$ cat config.mk
export PLATFORM = sky130hd
export DESIGN_NAME = serial_add_sequencer
export DESIGN_NICKNAME = d
export VERILOG_FILES = /design/src/rtl/serial_add_pkg.sv /design/src/rtl/piso_shreg.sv /design/src/rtl/serial_add_sequencer.sv
export SDC_FILE = /design/constraint.sdc
export NUM_CORES = 1
export LEC_CHECK = 0
export CELL_PAD_IN_SITES_DETAIL_PLACEMENT = 1
export CELL_PAD_IN_SITES_GLOBAL_PLACEMENT = 1
export CORE_MARGIN = 2
export CORE_UTILIZATION = 39
export DETAILED_ROUTE_END_ITERATION = 10
export MAX_ROUTING_LAYER = met4
export PLACE_DENSITY = 0.76
export SLEW_MARGIN = 15
export SYNTH_ARGS = -nofsm -noshare
export SYNTH_HDL_FRONTEND = slang
export SYNTH_HIERARCHICAL = 1
export SYNTH_SLANG_ARGS = --single-unit
$ cat constraint.sdc
create_clock -name clk -period 1.85 [get_ports clk]
set_clock_uncertainty 0.05 [all_clocks]
set_input_delay 0.2775 -clock clk [delete_from_list [all_inputs] [get_ports clk]]
set_output_delay 0.2775 -clock clk [all_outputs]
set_load 0.03 [all_outputs]
$ cat src/rtl/serial_add_pkg.sv
// Shared types and sizing helpers for the bit-serial add/subtract sequencer.
package serial_add_pkg;

  localparam int DEFAULT_WIDTH = 8;

  typedef enum logic [1:0] {
    IDLE = 2'd0,
    RUN  = 2'd1,
    DONE = 2'd2
  } state_e;

  // Bit counter must reach WIDTH-1; never narrower than one bit.
  function automatic int cnt_width(input int w);
    return (w > 2) ? $clog2(w) : 1;
  endfunction

endpackage

$ cat src/rtl/piso_shreg.sv
// Parallel-load, shift-right register presenting its LSB serially; load wins over shift.
// Zero latency on ser_out after the loading edge; no backpressure, shifts whenever shift=1.
module piso_shreg #(
  parameter int W = 8
) (
  input  logic         clk,
  input  logic         rst_n,
  input  logic         load,
  input  logic         shift,
  input  logic [W-1:0] load_dat,
  output logic         ser_out
);

  logic [W-1:0] sh_q, sh_d;

  always_comb begin
    sh_d = sh_q;
    if (load) begin
      sh_d = load_dat;
    end else if (shift) begin
      sh_d = {1'b0, sh_q[W-1:1]};
    end
  end

  always_ff @(posedge clk or negedge rst_n) begin
    if (!rst_n) begin
      sh_q <= '0;
    end else begin
      sh_q <= sh_d;
    end
  end

  assign ser_out = sh_q[0];

endmodule

$ cat src/rtl/serial_add_sequencer.sv
// Drives an external 1-bit full adder LSB-first to add/subtract WIDTH-bit operands; done WIDTH+1 cycles after start.
// No backpressure: start is only honoured in IDLE/DONE and ignored while busy; results hold until the next accepted start.
module serial_add_sequencer
  import serial_add_pkg::*;
#(
  parameter int WIDTH = DEFAULT_WIDTH
) (
  input  logic             clk,
  input  logic             rst_n,
  input  logic             start,
  input  logic             sub,
  input  logic [WIDTH-1:0] a,
  input  logic [WIDTH-1:0] b,
  input  logic             cin,
  output logic             fa_a,
  output logic             fa_b,
  output logic             fa_cin,
  input  logic             fa_s,
  input  logic             fa_cout,
  output logic             busy,
  output logic             done,
  output logic [WIDTH-1:0] sum,
  output logic             cout,
  output logic             ovf
);

  localparam int CW = cnt_width(WIDTH);
  localparam logic [CW-1:0] LAST_BIT = CW'(WIDTH - 1);

  state_e           state_q, state_d;
  logic [CW-1:0]    cnt_q, cnt_d;
  logic             carry_q, carry_d;
  logic [WIDTH-1:0] sum_sh_q, sum_sh_d;
  logic [WIDTH-1:0] sum_q, sum_d;
  logic             cout_q, cout_d;
  logic             ovf_q, ovf_d;

  logic             run;
  logic             accept;
  logic             a_ser;
  logic             b_ser;

  assign run    = (state_q == RUN);
  assign accept = start && ((state_q == IDLE) || (state_q == DONE));

  piso_shreg #(.W(WIDTH)) u_a_sh (
    .clk      (clk),
    .rst_n    (rst_n),
    .load     (accept),
    .shift    (run),
    .load_dat (a),
    .ser_out  (a_ser)
  );

  // Subtract is A + ~B + 1, so B is inverted on the way in.
  piso_shreg #(.W(WIDTH)) u_b_sh (
    .clk      (clk),
    .rst_n    (rst_n),
    .load     (accept),
    .shift    (run),
    .load_dat (sub ? ~b : b),
    .ser_out  (b_ser)
  );

  always_comb begin
    state_d  = state_q;
    cnt_d    = cnt_q;
    carry_d  = carry_q;
    sum_sh_d = sum_sh_q;
    sum_d    = sum_q;
    cout_d   = cout_q;
    ovf_d    = ovf_q;

    case (state_q)
      IDLE: begin
        if (start) state_d = RUN;
      end
      RUN: begin
        sum_sh_d = {fa_s, sum_sh_q[WIDTH-1:1]};
        carry_d  = fa_cout;
        cnt_d    = cnt_q + CW'(1);
        if (cnt_q == LAST_BIT) begin
          // carry_q here is the carry into the MSB; publish everything in one edge.
          state_d = DONE;
          sum_d   = sum_sh_d;
          cout_d  = fa_cout;
          ovf_d   = carry_q ^ fa_cout;
        end
      end
      DONE: begin
        state_d = start ? RUN : IDLE;
      end
      default: begin
        state_d = IDLE;
      end
    endcase

    if (accept) begin
      carry_d = sub ? 1'b1 : cin;
      cnt_d   = '0;
    end
  end

  always_ff @(posedge clk or negedge rst_n) begin
    if (!rst_n) begin
      state_q  <= IDLE;
      cnt_q    <= '0;
      carry_q  <= 1'b0;
      sum_sh_q <= '0;
      sum_q    <= '0;
      cout_q   <= 1'b0;
      ovf_q    <= 1'b0;
    end else begin
      state_q  <= state_d;
      cnt_q    <= cnt_d;
      carry_q  <= carry_d;
      sum_sh_q <= sum_sh_d;
      sum_q    <= sum_d;
      cout_q   <= cout_d;
      ovf_q    <= ovf_d;
    end
  end

  assign fa_a   = run & a_ser;
  assign fa_b   = run & b_ser;
  assign fa_cin = run & carry_q;
  assign busy   = run;
  assign done   = (state_q == DONE);
  assign sum    = sum_q;
  assign cout   = cout_q;
  assign ovf    = ovf_q;

endmodule

==> flow_metrics.tcl, run 1 <==
set metrics [dict create \
    p_per_area_nw_per_um2 1730 \
    p_leak_nw 1.07 \
    yosys.cell_types.count 19 \
    syn_inst 142 \
    finalHoldViolCount 0 \
    crit_family "buffers and inverters" \
    dp_hpwl_mm 2.52 \
    cap_violations 0 \
    syn_area_um2 1750 \
    seqPwrFrac_pct 37.7 \
    rsz0062_at_grt "false" \
    grt_pass1_wl_mm 5.92 \
    ys_ff_latch 39 \
    cp.required_ps 1520 \
    initial_core_util_pct 40.5 \
    drt-total-wl_mm 3.48 \
    cts_buffers 5 \
    arrival_ps 1320 \
    grt_max_degree 40 \
    clk_path_buf_depth 2 \
    yosysTopAreaCell "dfrtp_1" \
    clkPwrFrac_pct 13.9 \
    syn-num-nets 167 \
    io_buffers 37 \
    avgSynthCellArea_um2 12.3 \
    die_width_um 71.0 \
    slew_headroom_pct 69.7 \
    route.detailed.drc 0 \
    ys_warn_count 6 \
    die_y_um 71.0 \
    p_sw_mw 1.47 \
    final_antenna_net_count 0 \
    drt_first_pass_iters 4 \
    synth_area_leaders "dfrtp_1 (56%), mux2_2 (11%), mux2i_1 (8.0%)" \
    slowest_delay_ps 670 \
    boundaryPins 38 \
    via_per_inst 4.96 \
    antenna_found_initial 0 \
    clock_sinks 39 \
    globalplace.congestion 0.731 \
    swShare_pct 36.9 \
    vias 1205 \
    drive_gt1_share_pct 21.5 \
    cp_cell_sequence "clkdlybuf4s50_1" \
    routedWlPerCell_um 14.3 \
    ir_worst_vdd_uv 562 \
    status "completed" \
    overflow 0 \
    fin_tns_setup_ps 0 \
    fmax_ghz 0.606 \
    slew_violations 0 \
    dpl_cell_area_um2 2170 \
    insertion_delay_ps 290 \
    ys_seq_area_share_pct 55.8 \
    crit_path_top_delay_cell "clkdlybuf4s50_1" \
    cts_tree "yes" \
    clk_pin_slew_worst_paths_ps 80 \
    synth_top_area_share_pct 55.8 \
    min-delay-path-class "in2async" \
    tightestPinTransition_ps 453 \
    startpoint_type "flip-flop" \
    worstPathMaxFanout 2 \
    die-area_um2 5040 \
    drtIter0Drc 64 \
    crit_type "reg2out" \
    antenna_cells 0 \
    areaGrowthSynthToFinish_pct 31.5 \
    core_area_um2 4320 \
    cp-end-kind "output pin" \
    h-tree-depth 2 \
    path_buf_inv 1 \
    period_share_pct 89.2 \
    track_usage_pct 15.5 \
    root_buffer "clkbuf_8" \
    std_cell_rows 24 \
    pwr-share-comb_pct 48.4 \
    p_int_mw 2.51 \
    final_area_um2 2300 \
    period_needed_ps 1650 \
    setup_viol 0 \
    fin_nets 215 \
    first_global_vias 1265 \
]
stage by stage:
stage	instances	hold WS, ps	utilization, %	total power [mW]	worst slack, ps
final	243	434	53.2	3.98	200
after global routing	243	448	53.2	4.28	116
after CTS	243	439	53.2	4.04	177
after detailed placement	230	214	50.1	3.36	236
after global placement	230	208	50.1	3.25	277
after floorplan	142	-68.1	-	2.78	277
kinds of logic (layout without fill, tap and decap cells):
kind of cell             after synthesis  in the layout  synth area share, %
flip-flops                            39             39                 55.8
multiplexers                          31             31                 18.9
AND/OR/NAND/NOR                       29             29                 7.58
AO/OA/AOI/OAI                         21             21                 6.72
buffers and inverters                 11             60                 5.07
XOR/XNOR                               9              9                 4.50
adder cells (fa/ha/maj)                2              2                 1.43
registers in the layout, summed over array words and instances (netlist names):
name and flops:
u_a_sh/sh_q 8, state_q 2, ovf 1, sum 8
u_b_sh/sh_q 8, carry_q 1, cout 1, sum_sh_q 7
cnt_q 3
cells in the final DEF, fill, tap and decap left out:
cell type	instances
a221o_1	1
a22o_1	2
and2_1	3
buf_12	2
buf_2	1
buf_4	13
clkbuf_1	1
clkbuf_8	5
clkdlybuf4s50_1	31
clkinv_2	1
clkinvlp_4	1
dfrtp_1	39
dlygate4sd2_1	1
dlygate4sd3_1	1
ha_1	2
inv_1	3
mux2_2	17
mux2i_1	14
nand2_1	17
nand2b_1	3
nand3b_1	1
nor2_1	3
nor2b_1	1
nor2b_4	1
o21ai_0	4
o21ai_1	14
xnor2_1	1
xor2_1	8
per-layer routing:
metal	part of all wire, %	vias to the layer above	track usage [%]
li1	-	574	-
met1	41	597	18.6
met2	52	29	25.9
met3	5.2	5	4.56
met4	1.2	0	3.77
met5	0	-	-
final timing paths:
kind / start / end / slack, ps / cells past startpoint
min in group clk: ovf / ovf / 450 / 2
max reg2reg: cnt_q[0] / sum[7] / 240 / 5
min reg2reg: ovf / ovf / 450 / 2
max in group asynchronous: rst_n / u_b_sh/sh_q[2] / 1120 / 3
min: rst_n / sum_sh_q[5] / 430 / 3
max: sum[4] / sum[4] / 200 / 1
synth_stat cells:
cell type	n
a221o_1	1
a22o_1	2
and2_1	3
buf_2	2
buf_6	6
dfrtp_1	39
ha_1	2
inv_1	3
mux2_2	17
mux2i_1	14
nand2_1	17
nand2b_1	3
nand3b_1	1
nor2_1	3
nor2b_1	2
o21ai_0	4
o21ai_1	14
xnor2_1	1
xor2_1	8
layout make-up:
cell class | instances | area, µm²
multi-input combinational | 92 | 693
sequential | 39 | 976
clock inverter | 2 | 12.5
fill | 486 | 2020
tap | 52 | 65.1
inverter | 3 | 11.3
clock buffer | 6 | 72.6
timing repair buffer | 49 | 472
power by group through the flow:
stage / Combinational (mW) / Clock, mW / Sequential [mW]
2_1_floorplan: 1.11 / 0 / 1.67
3_3_place_gp: 1.76 / 0 / 1.49
3_5_place_dp: 1.84 / 0 / 1.52
4_1_cts: 1.96 / 0.578 / 1.51
5_1_grt: 2.09 / 0.630 / 1.56
6_report: 1.93 / 0.554 / 1.50
what timing repair did:
action                                 in CTS  in global routing
hold buffers                                1                  0
endpoints found under the hold margin      39                  0
setup endpoints to repair                   2                  0
setup buffers                               4                  0
gates resized for setup                     1                  0
(Power assumes the default switching activity.)
==> run 2: changes to the inputs <==
--- a/config.mk
+++ b/config.mk
@@ -11,9 +11,8 @@
 export CORE_UTILIZATION = 39
 export DETAILED_ROUTE_END_ITERATION = 10
 export MAX_ROUTING_LAYER = met4
-export PLACE_DENSITY = 0.76
+export PLACE_DENSITY = 0.77
 export SLEW_MARGIN = 15
 export SYNTH_ARGS = -nofsm -noshare
 export SYNTH_HDL_FRONTEND = slang
-export SYNTH_HIERARCHICAL = 1
 export SYNTH_SLANG_ARGS = --single-unit
==> flow_metrics.tcl, run 2 <==
set metrics [dict create \
    cts_buffers 5 \
    p_leak_nw 1.06 \
    ys_seq_area_share_pct 54.9 \
    slew_violations 0 \
    cp_cell_sequence "nand2b_2 > clkinv_4 > and2_1 > buf_12" \
    rsz0062_at_grt "false" \
    synth_top_area_share_pct 54.9 \
    cp.required_ps 1520 \
    initial_core_util_pct 40.5 \
    fin_tns_setup_ps 0 \
    period_share_pct 92.6 \
    syn-num-nets 192 \
    post-cts-setup-buffers 0 \
    p_per_area_nw_per_um2 1790 \
    min-delay-path-class "in2async" \
    vias 1327 \
    synth-xor-area-share_pct 4.44 \
    synthTopCellsByCount "nand2_1 (46), dfrtp_1 (39), nor2_1 (15), mux2_2 (9), xor2_1 (8)" \
    die_y_um 71.5 \
    worstPathMaxFanout 15 \
    dp_hpwl_mm 2.68 \
    root_buffer "clkbuf_8" \
    ys_ff_latch 39 \
    finalHoldViolCount 0 \
    std_cell_rows 24 \
    drt-total-wl_mm 4.01 \
    nFillCells 481 \
    slowest_delay_ps 430 \
    die-area_um2 5110 \
    globalplace.congestion 0.750 \
    synth_compound_area_share_pct 10.8 \
    core_area_um2 4380 \
    slew_headroom_pct 69.7 \
    synth_simple_gate_area_share_pct 17.0 \
    final_cell_mix "nand2_1 (46), dfrtp_1 (39), clkdlybuf4s50_1 (31)" \
    antenna_cells 0 \
    synth_ff_type "dfrtp_1" \
    grt_pass1_wl_mm 6.70 \
    fin_nets 233 \
    final_antenna_net_count 0 \
    drive_gt1_share_pct 18.2 \
    synthMuxAreaShare_pct 5.70 \
    syn_area_um2 1780 \
    route.detailed.drc 0 \
    via_per_inst 5.08 \
    crit_type "reg2out" \
    overflow 0 \
    synthAdderAreaFrac_pct 1.41 \
    boundaryPins 38 \
    status "completed" \
    io_buffers 37 \
    crit_path_top_delay_cell "dfrtp_1" \
    synth_top_family_by_area "simple AND/OR/NAND/NOR gates" \
    fmax_ghz 0.584 \
    startpoint_type "flip-flop" \
    syn_inst 167 \
    avgSynthCellArea_um2 10.6 \
    cp-end-kind "output pin" \
    synthArstFlopShare_pct 100 \
    yosys.cell_types.count 29 \
    clk_path_buf_depth 2 \
    whs_ps 404 \
    drt_first_pass_iters 4 \
    first_global_vias 1410 \
    synth.most_common_cell "nand2_1" \
    drtIter0Drc 62 \
    tightestPinTransition_ps 453 \
    setup_viol 0 \
    die_width_um 71.5 \
    clk_pin_slew_worst_paths_ps 90 \
    grt_max_degree 30 \
    track_usage_pct 17.4 \
    antenna_found_initial 0 \
    routedWlPerCell_um 15.4 \
    mostFrequentLayoutCell "nand2_1" \
    h-tree-depth 2 \
    cap_violations 0 \
    ys_warn_count 0 \
    ir_worst_vdd_uv 1020 \
    areaGrowthSynthToFinish_pct 30.0 \
    period_needed_ps 1710 \
    synth_area_leaders "dfrtp_1 (55%), nand2_1 (9.7%), mux2_2 (5.7%)" \
    synth_edf_count 0 \
    insertion_delay_ps 300 \
    yosysTopAreaCell "dfrtp_1" \
    clock_sinks 39 \
    arrival_ps 1390 \
    cts_tree "yes" \
]
run 2: cell types whose count changed in the layout (fill, tap and decap cells not counted), moves of 6 or more:
cell and change:
a31oi_1 +6, mux2_2 -8, mux2i_1 -14, nand2_1 +29
nor2_1 +12, o21ai_1 -14
run 2: kinds of logic (layout without fill, tap and decap cells):
family          count (synthesis)  after routing
flops                          39             39
xor+xnor                        9              9
buf+inv                        13             55
simple gates                   73             73
mux                             9              9
compound gates                 22             22
fa+ha+maj                       2              2
run 2: final cells by class:
class	count	area [µm²]	share of cell area [%]
clock inverter	3	43.8	1.90
timing repair inverter	1	5.00	0.217
clock buffer	5	68.8	2.98
tap	52	65.1	2.82
timing repair buffer	44	438	19.0
inverter	2	12.5	0.542
sequential	39	976	42.3
multi-input combinational	115	701	30.3
run 2: routing by layer:
layer	track usage, %	part of all wire, %	vias up
met5	-	0	-
met4	5.66	0.87	0
met3	4.50	5.8	5
met2	26.5	46	36
met1	22.8	48	654
li1	-	-	632
run 2: repair_timing:
item                                    CTS  global route
hold endpoints to repair                 17             0
endpoints found under the setup margin    0             4
resized for setup                         0             3
hold buffers                              1             0
run 2: final timing paths:
path	cells past startpoint	to	startpoint	slack (ps)
max	4	fa_a	state_q[0]	140
min	2	u_a_sh.sh_q[0]	rst_n	400
max reg2reg	5	sum[1]	cnt_q[0]	240
min reg2reg	2	ovf	ovf	440
max in group asynchronous	3	u_a_sh.sh_q[6]	rst_n	860
min in group clk	2	ovf	ovf	440
run 2: through the flow:
step	std cells	setup slack, ps	power, mW	area [µm²]	util, %
final	261	136	4.14	2310	52.7
after global routing	261	26.4	4.44	2310	52.7
after CTS	260	8.55	4.16	2300	52.5
after detailed placement	251	225	3.42	2180	49.7
after global placement	251	270	3.34	2180	49.7
after floorplan	167	228	2.85	1780	-
run 2: power by group:
group / leakage [nW] / switching (mW) / internal [mW]
clock: 0.0581 / 0.321 / 0.402
sequential: 0.477 / 0.240 / 1.26
combinational: 0.527 / 1.08 / 0.835
run 2: worst max-delay path, delay by kind of cell (launching register included):
kind	cells	cell delay, ps
flops	1	430
simple gates	2	370
buf+inv	2	290
==> run 3: changes to the inputs <==
--- a/config.mk
+++ b/config.mk
@@ -5,6 +5,7 @@
 export SDC_FILE = /design/constraint.sdc
 export NUM_CORES = 1
 export LEC_CHECK = 0
+export ABC_CLOCK_PERIOD_IN_PS = 1850
 export CELL_PAD_IN_SITES_DETAIL_PLACEMENT = 1
 export CELL_PAD_IN_SITES_GLOBAL_PLACEMENT = 1
 export CORE_MARGIN = 2
==> results of run 3 <==
No change in the layout: final DEF, timing and power equal those of run 2.
